[src/rtl/ifetch_pkg.sv]
// Shared types and address-split helpers for the instruction-fetch responder.
// Helpers take the field widths as arguments so any parameterisation can use them.
package ifetch_pkg;

  typedef enum logic [1:0] {IDLE, REQ, FILL} state_t;

  localparam int ADDR_W_DEF = 16;
  localparam int LINES_DEF  = 16;
  localparam int WPL_DEF    = 4;

  localparam int OFF_W = $clog2(WPL_DEF);
  localparam int IDX_W = $clog2(LINES_DEF);
  localparam int TAG_W = ADDR_W_DEF - 2 - OFF_W - IDX_W;

  function automatic logic [31:0] get_off(input logic [31:0] pc, input int off_w);
    return (pc >> 2) & ((32'd1 << off_w) - 32'd1);
  endfunction

  function automatic logic [31:0] get_idx(input logic [31:0] pc, input int off_w,
                                          input int idx_w);
    return (pc >> (2 + off_w)) & ((32'd1 << idx_w) - 32'd1);
  endfunction

  function automatic logic [31:0] get_tag(input logic [31:0] pc, input int off_w,
                                          input int idx_w, input int addr_w);
    return (pc >> (2 + off_w + idx_w)) & ((32'd1 << (addr_w - 2 - off_w - idx_w)) - 32'd1);
  endfunction

endpackage

[src/rtl/ifetch_line_store.sv]
// Direct-mapped line storage: valid bits (reset/flushable), tags and data words.
// Tag and data arrays carry no reset; only the valid bits define line ownership.
module ifetch_line_store #(
  parameter int LINES = 16,
  parameter int WPL   = 4,
  parameter int IDX_W = 4,
  parameter int OFF_W = 2,
  parameter int TAG_W = 8
) (
  input  logic             clk,
  input  logic             reset,
  input  logic [IDX_W-1:0] rd_idx,
  input  logic [OFF_W-1:0] rd_off,
  output logic             rd_valid,
  output logic [TAG_W-1:0] rd_tag,
  output logic [31:0]      rd_data,
  input  logic             wr_en,
  input  logic [IDX_W-1:0] wr_idx,
  input  logic [OFF_W-1:0] wr_off,
  input  logic [31:0]      wr_data,
  input  logic             set_en,
  input  logic [IDX_W-1:0] set_idx,
  input  logic [TAG_W-1:0] set_tag,
  input  logic             flush_all
);

  logic [LINES-1:0] r_valid;
  logic [TAG_W-1:0] r_tag  [LINES];
  logic [31:0]      r_data [LINES][WPL];

  // Flush dominates a same-cycle set so a flushed fill never leaves a live line.
  always_ff @(posedge clk) begin
    if (reset || flush_all) begin
      r_valid <= '0;
    end else if (set_en) begin
      r_valid[set_idx] <= 1'b1;
    end
  end

  always_ff @(posedge clk) begin
    if (wr_en) begin
      r_data[wr_idx][wr_off] <= wr_data;
    end
    if (set_en) begin
      r_tag[set_idx] <= set_tag;
    end
  end

  assign rd_valid = r_valid[rd_idx];
  assign rd_tag   = r_tag[rd_idx];
  assign rd_data  = r_data[rd_idx][rd_off];

endmodule

[src/rtl/ifetch_responder.sv]
// Fetch-side instruction responder: combinational lookup into a direct-mapped line
// buffer, stall on miss, and whole-line refill over a req/gnt + rvalid burst.
module ifetch_responder
  import ifetch_pkg::*;
#(
  parameter int ADDR_W         = ADDR_W_DEF,
  parameter int LINES          = LINES_DEF,
  parameter int WORDS_PER_LINE = WPL_DEF
) (
  input  logic              clk,
  input  logic              reset,
  input  logic [31:0]       pc_in,
  input  logic              flush,
  output logic [31:0]       inst_out,
  output logic              stall,
  output logic              mem_req,
  output logic [ADDR_W-1:0] mem_addr,
  input  logic              mem_gnt,
  input  logic              mem_rvalid,
  input  logic [31:0]       mem_rdata
);

  localparam int OW = $clog2(WORDS_PER_LINE);
  localparam int IW = $clog2(LINES);
  localparam int TW = ADDR_W - 2 - OW - IW;
  localparam logic [ADDR_W-1:0] LINE_MASK = ~ADDR_W'((1 << (OW + 2)) - 1);
  localparam logic [OW-1:0]     LAST_BEAT = OW'(WORDS_PER_LINE - 1);

  state_t            r_state;
  logic [OW-1:0]     r_beat;
  logic              r_flush_pend;
  logic              r_mem_req;
  logic [ADDR_W-1:0] r_mem_addr;
  logic [ADDR_W-1:0] r_addr;

  logic [IW-1:0]     w_idx;
  logic [OW-1:0]     w_off;
  logic [TW-1:0]     w_tag;
  logic [IW-1:0]     w_fidx;
  logic [TW-1:0]     w_ftag;
  logic [ADDR_W-1:0] w_line_addr;
  logic              w_rd_valid;
  logic [TW-1:0]     w_rd_tag;
  logic [31:0]       w_rd_data;
  logic              w_hit;
  logic              w_last;
  logic              w_beat_en;
  logic              w_set_en;

  assign w_idx       = IW'(get_idx(pc_in, OW, IW));
  assign w_off       = OW'(get_off(pc_in, OW));
  assign w_tag       = TW'(get_tag(pc_in, OW, IW, ADDR_W));
  assign w_fidx      = IW'(get_idx(32'(r_addr), OW, IW));
  assign w_ftag      = TW'(get_tag(32'(r_addr), OW, IW, ADDR_W));
  assign w_line_addr = pc_in[ADDR_W-1:0] & LINE_MASK;

  // A line is only served from IDLE; mid-refill the buffer may hold a half-written line.
  assign w_hit     = !reset && (r_state == IDLE) && w_rd_valid && (w_rd_tag == w_tag);
  assign w_last    = (r_beat == LAST_BEAT);
  assign w_beat_en = (r_state == FILL) && mem_rvalid;
  assign w_set_en  = w_beat_en && w_last && !r_flush_pend && !flush;

  ifetch_line_store #(
    .LINES (LINES),
    .WPL   (WORDS_PER_LINE),
    .IDX_W (IW),
    .OFF_W (OW),
    .TAG_W (TW)
  ) u_store (
    .clk       (clk),
    .reset     (reset),
    .rd_idx    (w_idx),
    .rd_off    (w_off),
    .rd_valid  (w_rd_valid),
    .rd_tag    (w_rd_tag),
    .rd_data   (w_rd_data),
    .wr_en     (w_beat_en),
    .wr_idx    (w_fidx),
    .wr_off    (r_beat),
    .wr_data   (mem_rdata),
    .set_en    (w_set_en),
    .set_idx   (w_fidx),
    .set_tag   (w_ftag),
    .flush_all (flush)
  );

  // Refill FSM; r_addr is the latched line address and is not part of the reset domain.
  always_ff @(posedge clk) begin
    if (reset) begin
      r_state      <= IDLE;
      r_beat       <= '0;
      r_flush_pend <= 1'b0;
      r_mem_req    <= 1'b0;
      r_mem_addr   <= '0;
    end else begin
      case (r_state)
        IDLE: begin
          if (!w_hit && !flush) begin
            r_addr       <= w_line_addr;
            r_mem_addr   <= w_line_addr;
            r_mem_req    <= 1'b1;
            r_flush_pend <= 1'b0;
            r_state      <= REQ;
          end
        end
        REQ: begin
          if (flush) r_flush_pend <= 1'b1;
          if (mem_gnt) begin
            r_mem_req  <= 1'b0;
            r_mem_addr <= '0;
            r_beat     <= '0;
            r_state    <= FILL;
          end
        end
        FILL: begin
          if (flush) r_flush_pend <= 1'b1;
          if (mem_rvalid) begin
            if (w_last) begin
              r_beat       <= '0;
              r_flush_pend <= 1'b0;
              r_state      <= IDLE;
            end else begin
              r_beat <= r_beat + 1'b1;
            end
          end
        end
        default: r_state <= IDLE;
      endcase
    end
  end

  assign mem_req  = r_mem_req && !reset;
  assign mem_addr = reset ? '0 : r_mem_addr;
  assign inst_out = w_hit ? w_rd_data : 32'h0;
  assign stall    = !w_hit;

endmodule

[config.mk]
export PLATFORM = sky130hd
export DESIGN_NAME = ifetch_responder
export DESIGN_NICKNAME = d
export VERILOG_FILES = /design/src/rtl/ifetch_pkg.sv /design/src/rtl/ifetch_line_store.sv /design/src/rtl/ifetch_responder.sv
export SDC_FILE = /design/constraint.sdc
export NUM_CORES = 2
export LEC_CHECK = 0
export CAP_MARGIN = 40
export CORE_ASPECT_RATIO = 1.2
export CORE_MARGIN = 4
export CORE_UTILIZATION = 49
export CTS_BUF_LIST = sky130_fd_sc_hd__clkbuf_8
export DETAILED_ROUTE_END_ITERATION = 8
export GPL_TIMING_DRIVEN = 0
export HOLD_SLACK_MARGIN = 0.02
export SETUP_SLACK_MARGIN = 0.3
export SYNTH_ARGS = -nofsm -noshare
export SYNTH_HDL_FRONTEND = slang
export SYNTH_SLANG_ARGS = --single-unit
[constraint.sdc]
create_clock -name clk -period 9.24 [get_ports clk]
set_input_delay 2.772 -clock clk [delete_from_list [all_inputs] [get_ports clk]]
set_output_delay 2.772 -clock clk [all_outputs]
set_load 0.005 [all_outputs]
==> flow_summary.toml <==
[final_layout]
finalNonFillerCells = 6702
area_growth_pct = 18.2
layout-drive-gt1-share_pct = 37.2
fin_util_pct = 58.3
final_nets = 4236

[global_route]
track_usage_pct = 25.8
antenna_found_initial = 18
grt-ovfl-total = 0
grt_pass1_wl_um = 324000
grt_max_degree = 57
grt_pass1_vias = 42000

[yosys]
yosysTopAreaCell = "edfxtp_1"
synth.most_common_cell = "edfxtp_1"
yosysWarnings = 0
synthCells = 3475
synth-seq-area-share_pct = 78.0
async_flop_share_pct = 0
synthFlopType = "edfxtp_1"
synth-edff-count = 2188
yosys-top-cells-area = "edfxtp_1 77%, mux4_2 18%, dfxtp_1 0.80%, clkbuf_1 0.41%, nor2_1 0.41%"
yosysUniqueCellTypes = 53
netlist_top_cells_count = "2,188 x edfxtp_1, 687 x mux4_2, 93 x clkbuf_1, 93 x nor2_1, 61 x buf_2"
synth_top_area_share_pct = 77.2
ys_ff_latch = 2222
avgSynthCellArea_um2 = 24.5
syn_area_um2 = 85100

[pwr]
power_uw = 20000
powerDensity_nw_per_um2 = 199
peakVddDrop_mv = 0.122
leakagePower_uw = 0.0322

[sta]
maxSlewViolCount = 0
slew_headroom_pct = 37.2
post-route-period-util_pct = 97.2
hold_viol = 0
period_needed_ps = 8980
max_freq_ghz = 0.111
worstMarginPinSlew_ps = 939
hold_slack_ps = 463
setup_ws_ps = 258
rsz0062_at_grt = "yes"
finClkSkew_ps = 70.7
finalSetupViolCount = 0

[worst_setup_path]
end_kind = "output pin"
cp_data_required_time_ps = 6470
crit_arrival_ps = 6210
crit_fanout = 6
cp-start-kind = "input pin"
crit_type = "in -> out"

[flow_run]
drv_cap = 0

[route]
drt-initial-drc-count = 4681
drc = 0
finalWirelength_um = 231000
first_pass_iters = 6
ant_nets = 0
wire_per_inst_um = 34.4
vias = 41200
via_per_inst = 6.14

[cts]
clk-insertion-delay-late_ps = 1040
clkTransAtPathRegs_ps = 60
root_buffer = "clkbuf_8"
cts_hold_buf = 0
cts_buffers = 356
clock_path_buffers = 4
cts_tree = "yes"
cts.sinks = 2222
cts-htree-levels = 5

[die]
start_util_pct = 49.3
core_area_um2 = 173000
die_area_um2 = 180000
die_x_um = 388
io_pins = 119
placementRows = 167
fp.dieH_um = 465

[place]
detailedPlace.worstSlack_ps = -1770
numPortBuffers = 93
gp_congestion = 0.809
dp.cells = 6040
dp_hpwl_um = 152000

[run_status]
status = "finished clean"

[hold_path]
min_path_type = "reg -> reg"
==> cell type report <==
class                      count  area, um2
fill                       12500      72000
sequential                  2222      66400
inverter                      22       82.6
antenna                        5       12.5
buffer                       185       1770
multi-input combinational   1049      18600
clock inverter               255       1180
timing repair buffer         322       4760
tap                         2281       2850
clock buffer                 361       4970
==> final timing paths <==
path | startpoint | end | slack [ps] | cells after the start
max | pc_in[4] | inst_out[15] | 260 | 13
min | u_store.r_valid[14]$_SDFFE_PP0P_ | u_store.r_valid[14]$_SDFFE_PP0P_ | 460 | 1
max reg2reg | r_state[0]$_SDFFE_PP0P_ | r_addr[12]$_DFFE_PP_ | 5460 | 10
min reg2reg | u_store.r_valid[14]$_SDFFE_PP0P_ | u_store.r_valid[14]$_SDFFE_PP0P_ | 460 | 1
==> power by group <==
| part | switching, uW | internal (uW) | total [uW] |
|---|---|---|---|
| Sequential | 31.7 | 11100 | 11100 |
| Clock | 3770 | 3760 | 7520 |
| Combinational | 766 | 558 | 1320 |
==> through the flow <==
stage | TNS (ps) | instance area (um2)
2_1_floorplan | 0 | 85100
3_3_place_gp | -75660 | 88900
3_5_place_dp | -54500 | 92700
4_1_cts | 0 | 101000
5_1_grt | 0 | 101000
6_report | 0 | 101000
==> routing by layer <==
layer,up-vias,GRT usage [%],share of wire (%)
met5,-,0,0.013
met2,1900,41.6,49
met4,4,9.48,3.9
met3,410,5.23,7.7
met1,22400,35.4,39
li1,16400,-,-
==> cell usage in the layout (no fill, tap or decap), types with 6 or more instances in the layout <==
| cell type | synthesis | routed |
|---|---|---|
| clkbuf_8 | 0 | 366 |
| nor2b_1 | 34 | 20 |
| xnor2_1 | 6 | 6 |
| clkbuf_1 | 93 | 40 |
| dfxtp_1 | 34 | 34 |
| buf_12 | 0 | 117 |
| o22ai_1 | 8 | 8 |
| buf_8 | 1 | 41 |
| mux2i_1 | 25 | 19 |
| nor2b_4 | 0 | 13 |
| inv_1 | 22 | 131 |
| clkinv_2 | 0 | 42 |
| nor2_4 | 0 | 64 |
| buf_6 | 4 | 55 |
| mux2_2 | 19 | 19 |
| a21oi_1 | 6 | 6 |
| buf_2 | 61 | 47 |
| o21a_1 | 16 | 16 |
| ha_1 | 9 | 9 |
| clkinvlp_4 | 0 | 8 |
| clkbuf_16 | 0 | 6 |
| nand2b_1 | 20 | 20 |
| dlygate4sd2_1 | 0 | 18 |
| clkdlybuf4s50_1 | 0 | 30 |
| nand3_1 | 7 | 7 |
| edfxtp_1 | 2188 | 2188 |
| mux4_2 | 687 | 687 |
| buf_16 | 0 | 39 |
| nor2_1 | 93 | 28 |
| nand2_1 | 35 | 34 |
| o21ai_0 | 9 | 9 |
| clkbuf_4 | 0 | 13 |
| buf_4 | 8 | 57 |
| o2bb2ai_1 | 10 | 10 |
| a211oi_4 | 0 | 7 |
| clkbuf_2 | 0 | 31 |
| clkinv_1 | 0 | 90 |
==> critical path, stage by stage <==
cell and delay [ps]:
buf_6 100, buf_8 130, buf_12 130, buf_12 110, buf_16 140, clkbuf_16 170, buf_16 180, buf_16 150
mux4_2 500, mux4_2 600, mux4_2 570, nor2b_1 160, clkdlybuf4s50_1 450
==> cell families after synthesis <==
family / count (synthesis) / share of synthesized area [%]
other: 1 / 0.00441
AO/OA/AOI/OAI: 84 / 0.753
flip-flops: 2222 / 78.0
buffers and inverters: 207 / 1.09
adder cells (fa/ha/maj): 9 / 0.132
AND/OR/NAND/NOR: 208 / 1.15
XOR/XNOR: 10 / 0.103
multiplexers: 734 / 18.8
==> registers in the layout (all words and copies together), names as in the netlist <==
signal,cells
r_mem_addr,12
r_mem_req,1
r_state,2
u_store.r_tag,128
r_addr,12
u_store.r_valid,16
u_store.r_data,2048
r_flush_pend,1
r_beat,2
==> timing repair <==
item	in CTS	in global routing
pin swaps	4	6
gates cloned	8	0
gates resized for setup	402	33
endpoints found under the hold margin	0	0
endpoints found under the setup margin	33	13
setup buffers	30	2
Power figures use the tool's default switching activity.
